$ cat config.mk
export PLATFORM = sky130hd
export DESIGN_NAME = wb_write_queue_flat
export DESIGN_NICKNAME = d
export VERILOG_FILES = /design/src/rtl/wb_write_queue_if.sv /design/src/rtl/wb_write_queue.sv /design/src/flat_wrapper.sv
export SDC_FILE = /design/constraint.sdc
export NUM_CORES = 1
export LEC_CHECK = 0
export BUFFER_PORTS_ARGS = -buffer_cell sky130_fd_sc_hd__buf_2
export CAP_MARGIN = 20
export CORE_MARGIN = 2
export CORE_UTILIZATION = 50
export CTS_CLUSTER_DIAMETER = 120
export CTS_CLUSTER_SIZE = 25
export DETAILED_ROUTE_END_ITERATION = 7
export HOLD_SLACK_MARGIN = 0.02
export PLACE_DENSITY = 0.8
export SLEW_MARGIN = 5
export SYNTH_ARGS = -nofsm -noshare
export SYNTH_HDL_FRONTEND = slang
export SYNTH_SLANG_ARGS = --single-unit
$ cat constraint.sdc
create_clock -name clk -period 8.41 [get_ports clk]
set_input_delay 0 -clock clk [delete_from_list [all_inputs] [get_ports clk]]
set_output_delay 0 -clock clk [all_outputs]
set_load 0.01 [all_outputs]
$ cat src/rtl/wb_write_queue_if.sv
// rtl/wb_write_queue_if.sv - writeback queue bus: producer, register-file and lookup signals
//
// Purpose : groups every handshake/bus signal of wb_write_queue.
// Ports   : in_*  writeback request from the pipeline (two ports, E older than M)
//           rf_*  head-of-queue write command towards the register file
//           lk_*  decode-stage forwarding lookup
//           count number of stored entries
// Modports: master drives requests/rf_ready/lk_src; slave is the queue.
interface wb_write_queue_if #(
   parameter int DEPTH = 4
);
   logic                   in_valid;
   logic                   in_ready;
   logic [3:0]             in_dstE;
   logic [63:0]            in_valE;
   logic [3:0]             in_dstM;
   logic [63:0]            in_valM;
   logic                   rf_we;
   logic [3:0]             rf_dst;
   logic [63:0]            rf_val;
   logic                   rf_ready;
   logic [3:0]             lk_src;
   logic                   lk_hit;
   logic [63:0]            lk_val;
   logic [$clog2(DEPTH):0] count;

   modport master (
      output in_valid, in_dstE, in_valE, in_dstM, in_valM, rf_ready, lk_src,
      input  in_ready, rf_we, rf_dst, rf_val, lk_hit, lk_val, count
   );

   modport slave (
      input  in_valid, in_dstE, in_valE, in_dstM, in_valM, rf_ready, lk_src,
      output in_ready, rf_we, rf_dst, rf_val, lk_hit, lk_val, count
   );
endinterface

$ cat src/rtl/wb_write_queue.sv
// rtl/wb_write_queue.sv - register-file writeback queue with youngest-match forwarding lookup
//
// Purpose : buffers E/M writeback requests (E enqueued before M), drains them one
//           per rf_ready to the register file, and answers decode lookups with the
//           youngest pending value for a register.
// Ports   : clk   rising-edge clock
//           rst_n synchronous active-low reset
//           q     wb_write_queue_if.slave (request, register-file and lookup signals)
module wb_write_queue #(
   parameter int DEPTH = 4
) (
   input  logic             clk,
   input  logic             rst_n,
   wb_write_queue_if.slave  q
);
   localparam int PW = $clog2(DEPTH);
   localparam int CW = PW + 1;

   logic [3:0]    r_dst [DEPTH];
   logic [63:0]   r_val [DEPTH];
   logic [PW-1:0] r_wptr;
   logic [PW-1:0] r_rptr;
   logic [CW-1:0] r_count;

   logic          w_ready;
   logic          w_accept;
   logic          w_push_e;
   logic          w_push_m;
   logic          w_pop;
   logic          w_nonempty;
   logic [PW-1:0] w_m_slot;
   logic [CW-1:0] w_npush;
   logic [PW-1:0] w_idx;
   logic          w_lk_hit;
   logic [63:0]   w_lk_val;

   // A request may carry two entries, so accept only with two free slots.
   assign w_ready    = (r_count <= CW'(DEPTH - 2));
   assign w_accept   = q.in_valid && w_ready;
   assign w_push_e   = w_accept && (q.in_dstE != 4'hF);
   assign w_push_m   = w_accept && (q.in_dstM != 4'hF);
   assign w_nonempty = (r_count != '0);
   assign w_pop      = w_nonempty && q.rf_ready;
   assign w_npush    = CW'(w_push_e) + CW'(w_push_m);
   // M lands behind E when both are written, otherwise it takes the write slot.
   assign w_m_slot   = w_push_e ? (r_wptr + PW'(1)) : r_wptr;

   always_ff @(posedge clk) begin
      if (!rst_n) begin
         r_wptr  <= '0;
         r_rptr  <= '0;
         r_count <= '0;
      end else begin
         if (w_push_e) begin
            r_dst[r_wptr] <= q.in_dstE;
            r_val[r_wptr] <= q.in_valE;
         end
         if (w_push_m) begin
            r_dst[w_m_slot] <= q.in_dstM;
            r_val[w_m_slot] <= q.in_valM;
         end
         r_wptr <= r_wptr + PW'(w_npush);
         if (w_pop) begin
            r_rptr <= r_rptr + PW'(1);
         end
         r_count <= r_count + w_npush - CW'(w_pop);
      end
   end

   // Walk oldest to youngest so the last match seen is the youngest one.
   always_comb begin
      w_lk_hit = 1'b0;
      w_lk_val = '0;
      w_idx    = '0;
      if (q.lk_src != 4'hF) begin
         for (int i = 0; i < DEPTH; i++) begin
            w_idx = r_rptr + PW'(i);
            if ((CW'(i) < r_count) && (r_dst[w_idx] == q.lk_src)) begin
               w_lk_hit = 1'b1;
               w_lk_val = r_val[w_idx];
            end
         end
      end
   end

   assign q.in_ready = w_ready;
   assign q.rf_we    = w_nonempty;
   assign q.rf_dst   = w_nonempty ? r_dst[r_rptr] : 4'h0;
   assign q.rf_val   = w_nonempty ? r_val[r_rptr] : 64'h0;
   assign q.lk_hit   = w_lk_hit;
   assign q.lk_val   = w_lk_val;
   assign q.count    = r_count;
endmodule

$ cat src/flat_wrapper.sv
// flat-port wrapper written by rule: the top's interface ports become plain ports
module wb_write_queue_flat 
#(
   parameter int DEPTH = 4
)
  (clk, rst_n, q_in_valid, q_in_dstE, q_in_valE, q_in_dstM, q_in_valM, q_rf_ready, q_lk_src, q_in_ready, q_rf_we, q_rf_dst, q_rf_val, q_lk_hit, q_lk_val, q_count);
  wb_write_queue_if #(.DEPTH(DEPTH)) q_i ();
  input  logic clk;
  input  logic rst_n;
  input wire logic [$bits(q_i.in_valid)-1:0] q_in_valid;
  input wire logic [$bits(q_i.in_dstE)-1:0] q_in_dstE;
  input wire logic [$bits(q_i.in_valE)-1:0] q_in_valE;
  input wire logic [$bits(q_i.in_dstM)-1:0] q_in_dstM;
  input wire logic [$bits(q_i.in_valM)-1:0] q_in_valM;
  input wire logic [$bits(q_i.rf_ready)-1:0] q_rf_ready;
  input wire logic [$bits(q_i.lk_src)-1:0] q_lk_src;
  output wire logic [$bits(q_i.in_ready)-1:0] q_in_ready;
  output wire logic [$bits(q_i.rf_we)-1:0] q_rf_we;
  output wire logic [$bits(q_i.rf_dst)-1:0] q_rf_dst;
  output wire logic [$bits(q_i.rf_val)-1:0] q_rf_val;
  output wire logic [$bits(q_i.lk_hit)-1:0] q_lk_hit;
  output wire logic [$bits(q_i.lk_val)-1:0] q_lk_val;
  output wire logic [$bits(q_i.count)-1:0] q_count;
  assign q_i.in_valid = q_in_valid;
  assign q_i.in_dstE = q_in_dstE;
  assign q_i.in_valE = q_in_valE;
  assign q_i.in_dstM = q_in_dstM;
  assign q_i.in_valM = q_in_valM;
  assign q_i.rf_ready = q_rf_ready;
  assign q_i.lk_src = q_lk_src;
  assign q_in_ready = q_i.in_ready;
  assign q_rf_we = q_i.rf_we;
  assign q_rf_dst = q_i.rf_dst;
  assign q_rf_val = q_i.rf_val;
  assign q_lk_hit = q_i.lk_hit;
  assign q_lk_val = q_i.lk_val;
  assign q_count = q_i.count;
  wb_write_queue #(.DEPTH(DEPTH)) u_core (.clk(clk), .rst_n(rst_n), .q(q_i));
endmodule
==> impl_metrics.csv, run 1 <==
group,metric,value,unit
outcome,status,"finished clean",
synthesis,synth_compound_area_share,4.86,%
sta,max_freq,0.208,GHz
synthesis,yosys.area_share.adder,0.604,%
sta,fin_crit_sh,57.2,%
synthesis,ys_types,42,
placed_design,gp_congestion,0.800,
floorplan,design.core.area,43300,um^2
power_and_ir_drop,clkPwrFrac,12.8,%
global_routing,antenna_found_initial,7,
power_and_ir_drop,p_leak,8.98,nW
synthesis,synth_flop_cell,"edfxtp_1",
cells_and_area,final_common_cell,"buf_2",
critical_path,required,8.41,ns
placed_design,place_hpwl,40200,um
floorplan,die_h,214,um
global_routing,grtUsageTotal,28.7,%
synthesis,synth_fp_nets,1684,
cells_and_area,fin_area,26300,um^2
critical_path,cp_top_family,"buffers and inverters",
critical_path,start_kind,"flip-flop",
critical_path,worst-path-max-fanout,52,
clocking,cts_resized,0,
route,num_vias,16800,
sta,hold_viol_final,0,
global_routing,grt_pass1_wl,99200,um
synthesis,synth_top_family_by_area,"multiplexers",
sta,fin_ws,3.60,ns
power_and_ir_drop,p_int,3.86,mW
route,post_drt_via_cell_ratio,6.71,
critical_path,critical_path_class,"flip-flop to primary output",
placed_design,placed_area,23700,um^2
synthesis,synth_cells,1530,
critical_path,path_common_cell,"buf_4",
cells_and_area,utilization,60.7,%
route,dr.pass1.iters,5,
power_and_ir_drop,combPwrFrac,54.1,%
clocking,cts_buffers,15,
floorplan,core.rowCount,76,
synthesis,netlist_area,22000,um^2
clocking,clk_pin_slew,0.10,ns
critical_path,arrival,4.81,ns
power_and_ir_drop,powerDensity,241,nW/um^2
route,routed_wl,66400,um
route,wl_per_cell,26.5,um
critical_path,path_buf_inv,3,
synthesis,synth_xor_area_share,0.871,%
floorplan,floorplan.initialDensity,50.8,%
floorplan,ios,282,
clocking,cts.sinks,281,
clocking,cts_hold_buf,206,
clocking,cts_tree,"yes",
synthesis,ys_ff_latch,281,
cells_and_area,nets,2062,
clocking,post_cts_buffers,0,
critical_path,slowest_stage,"dfxtp_4",
clocking,cts.root.buffer_cell,"clkbuf_16",
synthesis,synth_edf_count,272,
sta,min_period,4.81,ns
worst_hold_path,hold_path_class,"input pin to flip-flop",
placed_design,portBuffers,281,
cells_and_area,area_delta_synth_final,19.5,%
synthesis,yosysWarnings,0,
sta,finClkSkew,0.0170,ns
power_and_ir_drop,p_sw_share,38.9,%
power_and_ir_drop,finalPower,6.32,mW
sta,slew_viol_final,0,
cells_and_area,layout-drive-gt1-share,47.0,%
placed_design,dp_slack,4.14,ns
power_and_ir_drop,p_sw,2.46,mW
critical_path,path_cells,"buf_4 -> mux4_2 -> xnor2_2 -> o21ai_2 -> nor4_4 -> buf_4 -> mux2i_1 -> o21ai_1 -> buf_2",
sta,relSlewSlack,24.5,%
cells_and_area,finalNonFillerCells,2504,
critical_path,cpPeakStageDelay,0.86,ns
clocking,h-tree-depth,1,
cells_and_area,mostFrequentLayoutCells,"281 x buf_2, 273 x mux2_2, 272 x edfxtp_1, 270 x mux4_2, 206 x dlygate4sd3_1",
synthesis,synth.avg_cell_area,14.4,um^2
floorplan,dieArea,45600,um^2
clocking,clk_latency,0.51,ns
sta,setup_viol,0,
critical_path,cp-end-kind,"primary output",
sta,tightest_slew,1.13,ns
synthesis,synthArstFlopShare,0,%
floorplan,dieWidth,214,um
sta,holdWs,0.268,ns
placed_design,dp.cells,2267,
power_and_ir_drop,peakVddDrop,148,uV
sta,rsz0062_at_grt,"false",
synthesis,yosysSeqAreaShare,38.0,%
sta,tns,0,ns
route,drc,0,
job,cap_violations,0,
global_routing,grt_pass1_vias,17100,
synthesis,yosys.area_share.simple,6.41,%
power_and_ir_drop,power.share.sequential,33.1,%
cells_and_area,fillers,3256,
route,drtAntennaViolNets,0,
global_routing,grt_max_degree,80,
global_routing,gr-total-overflow,0,
synthesis,muxShareOfSynthArea,44.6,%
clocking,cts.path.max_buffers,3,
route,drtIter0Drc,1802,
-- worst reg2reg max path, cell delays in order (launching register included) --
cell and delay, ns:
dfxtp_1 0.42, a21oi_1 0.42, nand3_1 0.31, nor3_1 0.22, a31oi_1 0.10, nor2_4 0.40
buf_4 0.96, mux2_2 0.45, dlygate4sd3_1 0.57
-- metal layers --
metal	share of wire (%)	global-route usage [%]	vias to the layer above
li1	-	-	6978
met1	37	36.3	8651
met2	51	50.1	1009
met3	9.1	5.20	160
met4	2.8	9.17	6
met5	0.062	0	-
-- synthesized netlist by cell type, types with 6 or more instances --
cell	count	share of area (%)
mux4_2	270	28
o32a_1	63	2.9
and2_1	77	2.2
ha_1	9	0.51
mux2i_1	65	3.0
nand3_1	8	0.18
nand2_1	73	1.2
edfxtp_1	272	37
o21ai_1	57	1.3
o21ai_2	9	0.36
xnor2_1	16	0.64
buf_1	13	0.22
nor2_1	6	0.10
buf_2	47	1.1
dfxtp_1	9	0.82
mux2_2	273	14
nor3b_1	63	2.2
clkbuf_1	88	1.5
inv_1	71	1.2
-- cells by family after synthesis --
| logic type | Yosys count |
|---|---|
| xor+xnor | 21 |
| mux | 608 |
| compound gates | 139 |
| simple gates | 243 |
| buf+inv | 228 |
| flops | 281 |
| fa+ha+maj | 10 |
-- sequential cells by signal, summed over array words and instances, names as in the netlist, named ones only --
name	flops
u_core.r_wptr	2
u_core.r_dst	16
u_core.r_rptr	2
u_core.q.count	3
u_core.r_val	256
-- path summary, 6_finish.rpt --
kind	from	to	slack, ns	depth (start not counted)
worst max-delay path	u_core.r_rptr[0]	q_lk_val[48]	3.60	9
worst min-delay path	q_in_valid	u_core.q.count[0]	0.27	6
worst max register to register	u_core.q.count[2]	u_core.r_dst[0][1]	4.32	8
worst min register to register	u_core.r_wptr[1]	u_core.r_wptr[1]	0.70	2
-- cell type report --
cell class                 count  area, um^2  area share, %
inverter                      72         270           1.03
sequential                   281        8360           31.9
timing repair buffer         517        3750           14.3
clock buffer                  19         390           1.49
clock inverter                 3        28.8          0.110
multi-input combinational   1021       12700           48.4
tap                          585         732           2.79
antenna                        6        15.0         0.0572
-- power by group through the flow --
| stage | registers (mW) | clock network (mW) | logic [mW] |
|---|---|---|---|
| detailed placement | 2.11 | 0 | 3.26 |
| global route | 2.12 | 0.856 | 3.63 |
| global placement | 2.08 | 0 | 3.18 |
| CTS | 2.08 | 0.814 | 3.37 |
| finish | 2.09 | 0.807 | 3.42 |
| floorplan | 1.98 | 0 | 2.41 |
Note: power is estimated with default switching activity, not from simulation.
==> run 2, diff against run 1 <==
--- a/config.mk
+++ b/config.mk
@@ -13,7 +13,7 @@
 export CTS_CLUSTER_SIZE = 25
 export DETAILED_ROUTE_END_ITERATION = 7
 export HOLD_SLACK_MARGIN = 0.02
-export PLACE_DENSITY = 0.8
+export PLACE_DENSITY = 0.83
 export SLEW_MARGIN = 5
 export SYNTH_ARGS = -nofsm -noshare
 export SYNTH_HDL_FRONTEND = slang
==> constraint.sdc (replaced) <==
create_clock -name clk -period 4.39 [get_ports clk]
set_input_delay 0 -clock clk [delete_from_list [all_inputs] [get_ports clk]]
set_output_delay 0 -clock clk [all_outputs]
set_load 0.01 [all_outputs]
==> run 2 against run 1 <==
Cell area rose by 0.31%. Critical path depth did not move. Worst hold slack improved by 0.026 ns. Total power rose by 92%. Sequential share of layout area fell by 0.097 points. Clock skew fell by 0.0026 ns. Die area did not move. Register-to-register slack got worse by 3.4 ns. First-iteration DRC count fell by 2.4%. Utilization rose by 0.19 points. Count of clock-buffer cells in the layout rose by 1. Routed wire length rose by 0.68%. Critical path type unchanged. Largest cell class unchanged.
==> impl_metrics.csv, run 2 (synthesized netlist as in run 1, its figures left out) <==
group,metric,value,unit
power_and_ir_drop,finalPower,12.1,mW
clocking,cts_tree,"yes",
route,routed_wl,66900,um
clocking,cts.path.max_buffers,3,
global_routing,grt_pass1_wl,100000,um
critical_path,critical_path_class,"flip-flop to primary output",
floorplan,die_h,214,um
sta,relSlewSlack,29.3,%
route,dr.pass1.iters,6,
floorplan,dieWidth,214,um
clocking,h-tree-depth,1,
route,drtIter0Drc,1758,
sta,max_freq,0.247,GHz
critical_path,worst-path-max-fanout,64,
placed_design,placed_area,23800,um^2
sta,finClkSkew,0.0143,ns
clocking,post_cts_buffers,0,
critical_path,worst-r2r-cell-count,8,
cells_and_area,utilization,60.9,%
global_routing,grtUsageTotal,28.9,%
job,cap_violations,0,
sta,rsz0062_at_grt,"false",
sta,tightest_slew,1.06,ns
clocking,clk_pin_slew,0.10,ns
sta,tns,0,ns
cells_and_area,fillers,3198,
sta,slew_viol_final,0,
cells_and_area,mostFrequentLayoutCells,"281 x buf_2, 273 x mux2_2, 272 x edfxtp_1, 270 x mux4_2, 207 x dlygate4sd3_1",
sta,min_period,4.05,ns
critical_path,required,4.39,ns
route,num_vias,16900,
sta,fin_crit_sh,92.2,%
cells_and_area,finalNonFillerCells,2508,
critical_path,start_kind,"flip-flop",
global_routing,grt_pass1_vias,17500,
sta,hold_viol_final,0,
critical_path,regToRegStartpoint,"u_core.q.count[2]",
worst_hold_path,min_from,"q_in_valid",
power_and_ir_drop,p_leak,9.02,nW
route,drtAntennaViolNets,0,
floorplan,core.rowCount,76,
critical_path,ff2ff_setup_slack,0.90,ns
outcome,status,"finished clean",
cells_and_area,fin_area,26300,um^2
worst_hold_path,min_to,"u_core.r_wptr[0]",
floorplan,dieArea,45600,um^2
cells_and_area,largest_reg_flops,256,
critical_path,r2r_end,"u_core.r_val[1][34]",
clocking,cts_buffers,15,
sta,setup_viol,0,
cells_and_area,nets,2069,
cells_and_area,largest_register,"u_core.r_val",
placed_design,dp.cells,2276,
cells_and_area,final_common_cell,"buf_2",
floorplan,ios,282,
cells_and_area,layout-drive-gt1-share,47.2,%
clocking,cts.root.buffer_cell,"clkbuf_16",
global_routing,grt_max_degree,108,
placed_design,place_hpwl,39700,um
clocking,clk_latency,0.51,ns
power_and_ir_drop,powerDensity,461,nW/um^2
critical_path,arrival,4.05,ns
route,wl_per_cell,26.7,um
worst_hold_path,hold_path_class,"input pin to flip-flop",
route,drc,0,
placed_design,gp_congestion,0.833,
floorplan,design.core.area,43300,um^2
placed_design,portBuffers,281,
power_and_ir_drop,peakVddDrop,413,uV
clocking,cts_resized,0,
global_routing,antenna_found_initial,4,
worst_hold_path,hold_depth,6,
clocking,cts.sinks,281,
global_routing,gr-total-overflow,0,
cells_and_area,area_delta_synth_final,19.9,%
floorplan,floorplan.initialDensity,50.8,%
critical_path,cp-end-kind,"primary output",
route,post_drt_via_cell_ratio,6.75,
## run 2: changes by cell type in the layout (fill, tap and decap cells not counted), sizes merged
cell,before,now
buf,311,317
clkinv,3,0
diode,6,4
dlygate4sd3,206,207
inv,72,73
clkbuf,19,20
## run 2: timing repair
action                                 CTS  global route
endpoints found under the hold margin  281             0
setup endpoints to repair                0             0
hold buffers                           207             0
## run 2: worst max-delay path by stage
| stage | startpoint | endpoint | slack (ns) | depth (start not counted) |
|---|---|---|---|---|
| floorplan | u_core.q.count[1] | u_core.r_dst[2][0] | 0.73 | 9 |
| global route | u_core.r_rptr[1] | q_lk_val[63] | 0.08 | 9 |
| global placement | u_core.r_rptr[1] | q_lk_val[63] | 1.0 | 9 |
| detailed placement | u_core.r_rptr[1] | q_lk_val[63] | 0.89 | 9 |
| CTS | u_core.r_rptr[1] | q_lk_val[63] | 0.31 | 9 |
| finish | u_core.r_rptr[1] | q_lk_val[63] | 0.34 | 9 |
## run 2: final cells by class
class	instances	area, um^2	share of cell area (%)
timing repair buffer	524	3840	14.6
clock inverter	1	20.0	0.0760
sequential	281	8360	31.8
clock buffer	20	394	1.50
tap	585	732	2.78
inverter	72	270	1.03
antenna	4	10.0	0.0380
multi-input combinational	1021	12700	48.3
## run 2: metrics by stage
step / setup WS [ns] / hold slack (ns)
6_report: 0.340 / 0.295
5_1_grt: 0.0824 / 0.321
4_1_cts: 0.305 / 0.261
3_5_place_dp: 0.890 / 0.342
3_3_place_gp: 1.00 / 0.337
2_1_floorplan: 0.733 / 0.220
## run 2: worst max-delay path, stage by stage (launching register included)
cell and delay, ns:
dfxtp_4 0.71, buf_4 0.79, mux4_2 0.42, xor2_1 0.15
nor2_1 0.09, nand4_1 0.15, nand3b_1 0.14, buf_4 0.59
o21ai_1 0.27, buf_2 0.20
## run 2: power by group
part | internal, mW | switching, mW
Combinational | 3.25 | 3.44
Sequential | 3.51 | 0.410
Clock | 0.648 | 0.888
## run 2: metal layers
metal	global-route usage [%]	vias up	share of wire (%)
li1	-	6988	-
met1	35.7	8596	36
met2	50.5	1137	51
met3	4.48	198	8.6
met4	12.7	2	3.9
met5	0	-	0.025
